### config.mk
export PLATFORM = sky130hd
export DESIGN_NAME = burst_lsu
export DESIGN_NICKNAME = d
export VERILOG_FILES = /design/src/rtl/burst_lsu.sv
export SDC_FILE = /design/constraint.sdc
export NUM_CORES = 1
export LEC_CHECK = 0
export ABC_AREA = 0
export BUFFER_PORTS_ARGS = -buffer_cell sky130_fd_sc_hd__buf_2
export CORE_MARGIN = 1
export CORE_UTILIZATION = 54
export DETAILED_ROUTE_END_ITERATION = 8
export PLACE_DENSITY = 0.79
export SLEW_MARGIN = 20
export SYNTH_ARGS = -nofsm -noshare
export SYNTH_HDL_FRONTEND = slang
export SYNTH_SLANG_ARGS = --single-unit
### constraint.sdc
create_clock -name clk -period 2.4 [get_ports clk]
set_input_delay 0.24 -clock clk [delete_from_list [all_inputs] [get_ports clk]]
set_output_delay 0.24 -clock clk [all_outputs]
set_load 0.02 [all_outputs]
### src/rtl/burst_lsu.sv
`default_nettype none
// ============================================================================
// Module   : burst_lsu
// Purpose  : Burst load/store unit. Latches one LDR/STR command, issues up to
//            MAX_BURST single-word memory requests at consecutive addresses
//            using a valid/ready handshake, bounds each beat with a wait
//            timeout and collects read data into a packed output vector.
// Revision : 1.0 - initial release
// ============================================================================
module burst_lsu #(
    parameter int DATA_BITS = 8,
    parameter int ADDR_BITS = 8,
    parameter int MAX_BURST = 4,
    parameter int TIMEOUT   = 64
) (
    input  logic                           clk,
    input  logic                           reset,
    input  logic                           enable,
    input  logic [2:0]                     core_state,
    input  logic                           decoded_mem_read_enable,
    input  logic                           decoded_mem_write_enable,
    input  logic [3:0]                     burst_len,
    input  logic [ADDR_BITS-1:0]           rs,
    input  logic [DATA_BITS-1:0]           rt,
    output logic                           mem_read_valid,
    output logic [ADDR_BITS-1:0]           mem_read_address,
    input  logic                           mem_read_ready,
    input  logic [DATA_BITS-1:0]           mem_read_data,
    output logic                           mem_write_valid,
    output logic [ADDR_BITS-1:0]           mem_write_address,
    output logic [DATA_BITS-1:0]           mem_write_data,
    input  logic                           mem_write_ready,
    output logic [1:0]                     lsu_state,
    output logic [DATA_BITS*MAX_BURST-1:0] lsu_out,
    output logic                           lsu_error,
    output logic [3:0]                     beat_count
);

    localparam logic [2:0] c_CORE_REQUEST = 3'b011;
    localparam logic [2:0] c_CORE_UPDATE  = 3'b110;
    localparam logic [4:0] c_MAX_BURST    = 5'(MAX_BURST);
    localparam logic [8:0] c_TIMEOUT      = 9'(TIMEOUT);

    typedef enum logic [1:0] {
        ST_IDLE       = 2'b00,
        ST_REQUESTING = 2'b01,
        ST_WAITING    = 2'b10,
        ST_DONE       = 2'b11
    } state_t;

    state_t                 r_state;
    logic                   r_rd_valid;
    logic [ADDR_BITS-1:0]   r_rd_addr;
    logic                   r_wr_valid;
    logic [ADDR_BITS-1:0]   r_wr_addr;
    logic [DATA_BITS-1:0]   r_wr_data;
    logic [DATA_BITS-1:0]   r_words [MAX_BURST];
    logic                   r_error;
    logic [3:0]             r_beat_count;
    logic [7:0]             r_wait_cnt;
    logic [ADDR_BITS-1:0]   r_base;
    logic [4:0]             r_len;
    logic [DATA_BITS-1:0]   r_wdata;
    logic                   r_is_write;

    logic                   w_req_cmd;
    logic                   w_one_op;
    logic                   w_both_ops;
    logic [4:0]             w_len_clamped;
    logic [ADDR_BITS-1:0]   w_beat_addr;
    logic                   w_ready;
    logic                   w_last_beat;
    logic [8:0]             w_wait_next;
    logic                   w_timeout;

    assign w_req_cmd   = (core_state == c_CORE_REQUEST);
    assign w_one_op    = decoded_mem_read_enable ^ decoded_mem_write_enable;
    assign w_both_ops  = decoded_mem_read_enable & decoded_mem_write_enable;

    // A zero length still moves one word; anything past the buffer size is cut back.
    assign w_len_clamped = (burst_len == 4'd0) ? 5'd1 :
                           (({1'b0, burst_len} > c_MAX_BURST) ? c_MAX_BURST : {1'b0, burst_len});

    // Address arithmetic wraps naturally at the address width.
    assign w_beat_addr = r_base + ADDR_BITS'(r_beat_count);

    // Only the channel that belongs to the latched op can complete a beat.
    assign w_ready     = r_is_write ? mem_write_ready : mem_read_ready;
    assign w_last_beat = (({1'b0, r_beat_count} + 5'd1) == r_len);
    assign w_wait_next = {1'b0, r_wait_cnt} + 9'd1;
    assign w_timeout   = (w_wait_next == c_TIMEOUT);

    // Command latch, beat sequencing, handshake outputs and read-data capture.
    always_ff @(posedge clk) begin
        if (reset) begin
            r_state      <= ST_IDLE;
            r_rd_valid   <= 1'b0;
            r_rd_addr    <= '0;
            r_wr_valid   <= 1'b0;
            r_wr_addr    <= '0;
            r_wr_data    <= '0;
            r_error      <= 1'b0;
            r_beat_count <= 4'd0;
            r_wait_cnt   <= 8'd0;
            r_base       <= '0;
            r_len        <= 5'd0;
            r_wdata      <= '0;
            r_is_write   <= 1'b0;
            for (int k = 0; k < MAX_BURST; k++) begin
                r_words[k] <= '0;
            end
        end else if (enable) begin
            case (r_state)
                ST_IDLE: begin
                    if (w_req_cmd && w_one_op) begin
                        r_base       <= rs;
                        r_len        <= w_len_clamped;
                        r_wdata      <= rt;
                        r_is_write   <= decoded_mem_write_enable;
                        r_beat_count <= 4'd0;
                        r_error      <= 1'b0;
                        r_state      <= ST_REQUESTING;
                    end else if (w_req_cmd && w_both_ops) begin
                        r_error <= 1'b1;
                        r_state <= ST_DONE;
                    end
                end

                ST_REQUESTING: begin
                    if (r_is_write) begin
                        r_wr_valid <= 1'b1;
                        r_wr_addr  <= w_beat_addr;
                        r_wr_data  <= r_wdata;
                    end else begin
                        r_rd_valid <= 1'b1;
                        r_rd_addr  <= w_beat_addr;
                    end
                    r_wait_cnt <= 8'd0;
                    r_state    <= ST_WAITING;
                end

                ST_WAITING: begin
                    // Ready wins over timeout when both happen on the same cycle.
                    if (w_ready) begin
                        r_rd_valid <= 1'b0;
                        r_wr_valid <= 1'b0;
                        if (!r_is_write) begin
                            for (int k = 0; k < MAX_BURST; k++) begin
                                if (r_beat_count == 4'(k)) begin
                                    r_words[k] <= mem_read_data;
                                end
                            end
                        end
                        r_beat_count <= r_beat_count + 4'd1;
                        r_state      <= w_last_beat ? ST_DONE : ST_REQUESTING;
                    end else if (w_timeout) begin
                        r_rd_valid <= 1'b0;
                        r_wr_valid <= 1'b0;
                        r_error    <= 1'b1;
                        r_state    <= ST_DONE;
                    end else begin
                        r_wait_cnt <= w_wait_next[7:0];
                    end
                end

                ST_DONE: begin
                    if (core_state == c_CORE_UPDATE) begin
                        r_state <= ST_IDLE;
                    end
                end

                default: r_state <= ST_IDLE;
            endcase
        end
    end

    assign mem_read_valid    = r_rd_valid;
    assign mem_read_address  = r_rd_addr;
    assign mem_write_valid   = r_wr_valid;
    assign mem_write_address = r_wr_addr;
    assign mem_write_data    = r_wr_data;
    assign lsu_state         = r_state;
    assign lsu_error         = r_error;
    assign beat_count        = r_beat_count;

    generate
        for (genvar k = 0; k < MAX_BURST; k++) begin : g_pack
            assign lsu_out[k*DATA_BITS +: DATA_BITS] = r_words[k];
        end
    endgenerate

endmodule
`default_nettype wire

==> summary.md, run 1 <==
| Metric | Value |
|---|---|
| Status | `finished, final reports clean` |
| Critical path's slowest cell | `or4_2` |
| Post-route clock skew | `around 0.011 ns` |
| Post-synthesis mux area share | `0.004565` |
| Fmax | `448.7 MHz` |
| Number of synthesized flops with an enable pin | `32` |
| Worst-path fanout max | `8` |
| Seq/Total Area, Yosys | `0.5021` |
| P per Cell Area | `just over 600 mW/mm2` |
| Cts hold-fix bufs | `0` |
| Final Net Count | `slightly above 600` |
| Largest net degree at the start of global routing | `33` |
| Vias | `between 3000 and 4000` |
| Tot GR Track Use | `0.2460` |
| Area contributors post-synth | `dfxtp_1, edfxtp_1, nand2_1` |
| Row count | `32` |
| Vias in the first global route | `about 3400` |
| DR vias/cell | `approximately 5.6` |
| # DRC | `0` |
| Top cell type's share of synthesized area | `0.2830` |
| CTS Buf Count | `9` |
| Main combinational cell family by area after synthesis | `simple AND/OR/NAND/NOR gates` |
| Max-cap violation count | `0` |
| Critical Path RT | `between 2 and 3 ns` |
| Static leakage | `0.002279 uW` |
| Asr flop ratio synth | `0` |
| First-pass GRT wire length | `16.47 mm` |
| Dominant cell type by area after synthesis | `dfxtp_1` |
| GP Congestion | `roughly 0.86` |
| Fin. max-slew vios | `0` |
| Place WS | `roughly 0.21 ns` |
| Die Height | `about 90 um` |
| Core area | `approximately 0.0078 mm2` |
| Full die area | `0.008485 mm2` |
| Flip-flop and latch count after synthesis | `between 90 and 100` |
| Cell with the most instances after synthesis | `nand2_1` |
| Fin. Hold Viols | `0` |
| Met3 GRT Util | `0.05141` |
| RSZ-0062 raised after global routing | `no` |
| H-tree lvl count | `3` |
| CTS root buffer | `clkbuf_8` |
| Routed Antenna Nets | `0` |
| CP startpoint kind | `flop` |
| Top FF cell, synth | `dfxtp_1` |
| Min cycle time layout | `around 2.2 ns` |
| Port buffer count | `102` |
| Critical Path AT | `approximately 2.5 ns` |
| Starting Density | `0.5617` |
| Power Total | `between 3000 and 4000 uW` |
| Setup_tns | `0 ns` |
| Final WS setup | `around 0.17 ns` |
| IO Pins | `slightly above 100` |
| Simple logic cell fraction of the synthesized area | `0.2294` |
| Critical path, cell by cell | `ha_1 -> and3_2 -> nand3_1 -> a221oi_4 -> buf_4 -> or4_2 -> o21ai_0` |
| Synth cell count leaders | `nand2_1, dfxtp_1, a21oi_1, and3_1, edfxtp_1` |
| Initial antenna violation count | `0` |
| Mean Syn Cell Area | `about 9.4 um2` |
| Max stage delay on crit path | `0.60 ns` |
| Post-synthesis compound-gate area fraction | `0.1569` |
| CTS tree | `done` |
| Gate Count Post-Synth | `between 400 and 500` |
| Worst Path Class, Setup | `reg2reg` |
| Wire per inst | `14.81 um` |
| Share of layout cells above drive strength 1 | `0.2583` |
| Yosys warns | `0` |
| Met1 Use GR | `0.3076` |
| First-pass iteration count of the detailed router | `4` |
| CP Buf/Inv Count | `1` |
| Worst-path clk slew | `~0.09 ns` |
| Final WL | `roughly 9.9 mm` |
| Number of antenna diodes | `0` |
| GRT busiest layer | `met2` |
| Critical Path End Type | `flop` |
| Post-synth design cell area | `0.004385 mm2` |
| Die width | `between 90 and 100 um` |
| Area growth, synth to finish | `19.14%` |
| PostCTS Resize Cnt | `0` |
| Max Root-Sink Buffers | `2` |
| DR iter-0 viols | `between 150 and 200` |
| Ratio of final minimum period to clock period | `0.9285` |
| Post-DP HPWL | `between 7 and 8 mm` |
| Slew margin rel. | `0.5273` |
| Endpoints failing setup | `0` |
| Peak supply drop | `0.4300 mV` |
| Final Util | `0.6692` |
| Worst Hold Class | `in2reg` |
| CTS sink cnt | `94` |
| Count of cell types in the netlist | `64` |
| Met2 Track Usage GR | `0.4117` |
| Worst Tran Pin Value | `~0.71 ns` |
| Largest delay share family, worst path | `simple AND/OR/NAND/NOR gates` |
| Syn nets | `520` |
| Post-Synth XOR/XNOR Area | `0.01997` |
| Post-synthesis adder-cell area fraction | `0.05021` |
| Clk_lat worst skew | `0.36 ns` |
| GRT overflow | `0` |
path summary, 6_finish.rpt:
path	depth (start not counted)	slack, ns	end	start
max	7	0.17	r_wait_cnt[0]$_SDFFE_PP0P_	r_wait_cnt[0]$_SDFFE_PP0P_
min	3	0.11	r_wdata[4]$_SDFFE_PP0P_	rt[4]
max reg2reg	7	0.17	r_wait_cnt[0]$_SDFFE_PP0P_	r_wait_cnt[0]$_SDFFE_PP0P_
min reg2reg	2	0.46	mem_write_data[4]$_SDFFE_PP0P_	mem_write_data[4]$_SDFFE_PP0P_
cell type report:
cell class / instances / area (um2)
clock buffers: 11 / 152.6
clock inverters: 5 / 61.31
fillers: 649 / 2582
inverters: 10 / 37.54
multi-input cells: 333 / 2028
flip-flops and latches: 94 / 2202
well taps: 102 / 127.6
repair buffers: 116 / 615.6
metrics by stage:
stage | hold WS, ns | std cells | area (um2)
2_1_floorplan | 0.3760 | 465 | 4385
3_3_place_gp | 0.4414 | 653 | 4996
3_5_place_dp | 0.4443 | 653 | 4996
4_1_cts | 0.09730 | 669 | 5210
5_1_grt | 0.1012 | 671 | 5225
6_report | 0.1052 | 671 | 5225
metal layers:
layer	part of all wire	wire length, um
met1	0.45	4519
met2	0.48	4727
met3	0.052	521
met4	0.017	170
met5	0	0
registers in the layout (all words and copies together) (netlist names):
signal	cells
r_wait_cnt	8
r_words	32
mem_write_data	8
lsu_error	1
lsu_state	2
mem_read_address	8
r_base	8
r_wdata	8
beat_count	4
r_len	4
r_is_write	1
mem_read_valid	1
mem_write_valid	1
mem_write_address	8
cells in the final DEF, fill, tap and decap left out, types with 3 or more instances in the layout:
master	n
edfxtp_1	32
nand2b_1	8
clkbuf_8	9
dfxtp_1	62
buf_2	102
o211ai_1	5
nand3_1	13
a21o_1	6
a31oi_1	4
nand2_1	84
a21oi_1	46
o21a_1	3
xnor2_1	5
and3_1	34
nor3_1	5
xor2_1	5
and2_1	4
buf_4	14
o21ai_0	10
nand3b_1	4
ha_1	16
inv_1	10
nor2_1	21
nand4_1	3
a211oi_1	10
kinds of logic after synthesis:
group,after synthesis
AOI/OAI and AO/OA,105
xor gates and xnor gates,10
adders and majority gates,17
buffers and inverters,38
DFF,94
muxes,2
and+or+nand+nor,199
worst reg2reg max path, stage by stage (launching register included):
cell      delay [ns]
dfxtp_1         0.40
ha_1            0.30
and3_2          0.26
nand3_1         0.20
a221oi_4        0.11
buf_4           0.18
or4_2           0.60
o21ai_0         0.10
power breakdown:
part | total [uW] | internal, uW | switching, uW
combinational | 408 | 147 | 261
clock | 1110 | 553 | 560
sequential | 1720 | 1690 | 29.0
total | 3240 | 2390 | 851
repair_timing:
action | 4_1_cts | 5_1_grt
buffers inserted | 0 | 2
endpoints found under the setup margin | 0 | 1
endpoints found under the hold margin | 0 | 0
No activity file was read; power rests on OpenSTA's default activity.
==> inputs of run 2 (changes only) <==
--- a/config.mk
+++ b/config.mk
@@ -5,10 +5,10 @@
 export SDC_FILE = /design/constraint.sdc
 export NUM_CORES = 1
 export LEC_CHECK = 0
-export ABC_AREA = 0
 export BUFFER_PORTS_ARGS = -buffer_cell sky130_fd_sc_hd__buf_2
 export CORE_MARGIN = 1
 export CORE_UTILIZATION = 54
+export CTS_CLUSTER_DIAMETER = 50
 export DETAILED_ROUTE_END_ITERATION = 8
 export PLACE_DENSITY = 0.79
 export SLEW_MARGIN = 20
==> constraint.sdc (replaced) <==
create_clock -name clk -period 2.4 [get_ports clk]
set_input_delay 0.36 -clock clk [delete_from_list [all_inputs] [get_ports clk]]
set_output_delay 0.36 -clock clk [all_outputs]
set_load 0.02 [all_outputs]
==> summary.md, run 2 (same netlist as run 1, synthesis figures left out) <==
| Metric | Value |
|---|---|
| Static leakage | `0.002248 uW (-1.3%)` |
| CP startpoint kind | `flop` |
| Critical Path End Type | `flop` |
| Starting Density | `0.5617 (unchanged)` |
| Vias | `3744 (+0.053%)` |
| CP Buf/Inv Count | `0 (-1)` |
| DR vias/cell | `5.596 (+0.35%)` |
| Core area | `0.007807 mm2 (unchanged)` |
| Worst Hold Class | `in2reg` |
| Hold WS | `0.2281 ns (+0.1229 ns)` |
| Endpoints failing setup | `0 (unchanged)` |
| Largest net degree at the start of global routing | `47 (+42%)` |
| Cts hold-fix bufs | `0 (unchanged)` |
| Met1 Use GR | `0.3146 (+0.006990)` |
| Worst Tran Pin Value | `0.5823 ns (-0.1268 ns)` |
| Met3 GRT Util | `0.04395 (-0.007463)` |
| Critical Path RT | `2.67 ns (about the same)` |
| GRT overflow | `0 (unchanged)` |
| Fmax | `454.1 MHz (+1.2%)` |
| Final Util | `0.6628 (-0.006410)` |
| FILL cells | `644 (-0.77%)` |
| Fin. Hold Viols | `0 (unchanged)` |
| Max Root-Sink Buffers | `2 (unchanged)` |
| P per Cell Area | `595.6 mW/mm2 (-3.9%)` |
| Setup_tns | `0 ns (unchanged)` |
| CTS tree | `done` |
| Max-cap violation count | `0 (unchanged)` |
| Largest delay share family, worst path | `compound AO/OA/AOI/OAI gates` |
| Most common cell after layout, fill and taps aside | `buf_2` |
| Row count | `32 (unchanged)` |
| Max reg flops | `32 (unchanged)` |
| Status | `finished, final reports clean` |
| Wire per inst | `14.80 um (about the same)` |
| Die width | `92.12 um (unchanged)` |
| Min cycle time layout | `2.202 ns (-0.02634 ns)` |
| First-pass iteration count of the detailed router | `4 (unchanged)` |
| # DRC | `0 (unchanged)` |
| Largest Register | `r_words` |
| H-tree lvl count | `3 (unchanged)` |
| Post-CTS Setup Inserts | `0 (unchanged)` |
| Port buffer count | `102 (unchanged)` |
| Met2 Track Usage GR | `0.4042 (-0.007463)` |
| Vias in the first global route | `3376 (-2.1%)` |
| Tot GR Track Use | `0.2423 (-0.003643)` |
| Multi-input gate area in the final layout | `0.002028 mm2 (unchanged)` |
| Number of antenna diodes | `0 (unchanged)` |
| Final WL | `9.900 mm (-0.38%)` |
| Initial antenna violation count | `0 (unchanged)` |
| Post-DP HPWL | `7.139 mm (-1.6%)` |
| Die Height | `92.12 um (unchanged)` |
| CTS root buffer | `clkbuf_8` |
| Worst-path fanout max | `9 (+1)` |
| Fin. max-slew vios | `0 (unchanged)` |
| Worst-path clk slew | `0.10 ns (about the same)` |
| Critical path's slowest cell | `or4_4` |
| Peak supply drop | `0.3856 mV (-10%)` |
| Post-route clock skew | `0.009660 ns (-0.001610 ns)` |
| Clk_lat worst skew | `0.36 ns (about the same)` |
| Share of layout cells above drive strength 1 | `0.2557 (-0.002616)` |
| CTS Buf Count | `9 (unchanged)` |
| FF+latch area | `0.002202 mm2 (unchanged)` |
| First-pass GRT wire length | `16.20 mm (-1.6%)` |
| Worst Path Class, Setup | `reg2reg` |
| Area growth, synth to finish | `18.00%` |
| Routed Antenna Nets | `0 (unchanged)` |
| Final Net Count | `617 (-0.32%)` |
| Full die area | `0.008485 mm2 (unchanged)` |
| Most frequent cells in the layout | `buf_2, nand2_1, dfxtp_1` |
| CTS sink cnt | `94 (unchanged)` |
| IO Pins | `103 (unchanged)` |
| Critical Path AT | `2.48 ns (-0.03 ns)` |
| DR iter-0 viols | `151 (-8.5%)` |
| GRT busiest layer | `met2` |
| Critical path, cell by cell | `nand3_2 -> or4_4 -> a221oi_4 -> o21ai_1 -> a211oi_1` |
| RSZ-0062 raised after global routing | `no` |
| Slew margin rel. | `0.6088 (+0.08154)` |
| GP Congestion | `0.8201 (-4.6%)` |
| Max stage delay on crit path | `0.59 ns (about the same)` |
| Ratio of final minimum period to clock period | `0.9175 (-0.01098)` |
| PostCTS Resize Cnt | `0 (unchanged)` |
[run 2: layer usage]
layer  part of all wire  up-vias
met5                  0        -
met4              0.015        0
met3              0.054       14
met2               0.48      129
met1               0.45     1751
li1                   -     1850
[run 2: layout make-up]
type,instances,area share
Sequential cell,94,0.4255
Multi-Input combinational cell,333,0.3919
Timing Repair Buffer,114,0.1161
Clock buffer,10,0.02466
Tap cell,102,0.02466
Clock inverter,6,0.009913
Inverter,10,0.007253
[run 2: path summary, 6_finish.rpt]
path | startpoint | slack (ns) | endpoint | cells after the start
max | r_wait_cnt[0]$_SDFFE_PP0P_ | 0.20 | r_wait_cnt[5]$_SDFFE_PP0P_ | 5
min | rt[2] | 0.23 | r_wdata[2]$_SDFFE_PP0P_ | 3
max reg2reg | r_wait_cnt[0]$_SDFFE_PP0P_ | 0.20 | r_wait_cnt[5]$_SDFFE_PP0P_ | 5
min reg2reg | r_wdata[7]$_SDFFE_PP0P_ | 0.46 | mem_write_data[7]$_SDFFE_PP0P_ | 2
[run 2: per-stage QoR]
step	std cells	instance area [um2]	total power (uW)	setup WS [ns]
after global routing	669	5175	3214	0.04132
after detailed placement	653	4996	2152	0.2299
after global placement	653	4996	2144	0.2675
final	669	5175	3082	0.1979
after CTS	669	5175	3095	0.2011
after floorplan	465	4385	2011	0.4334
[run 2: worst reg2reg max path: cells and delay by family, from the launching register on]
family | cells | cell delay (ns)
AOI/OAI and AO/OA | 3 | 0.89
and+or+nand+nor | 2 | 0.74
DFF | 1 | 0.49
[run 2: report_power, final]
group | switching [uW] | internal [uW]
Clock | 569 | 394
Sequential | 28.7 | 1690
Combinational | 256 | 148
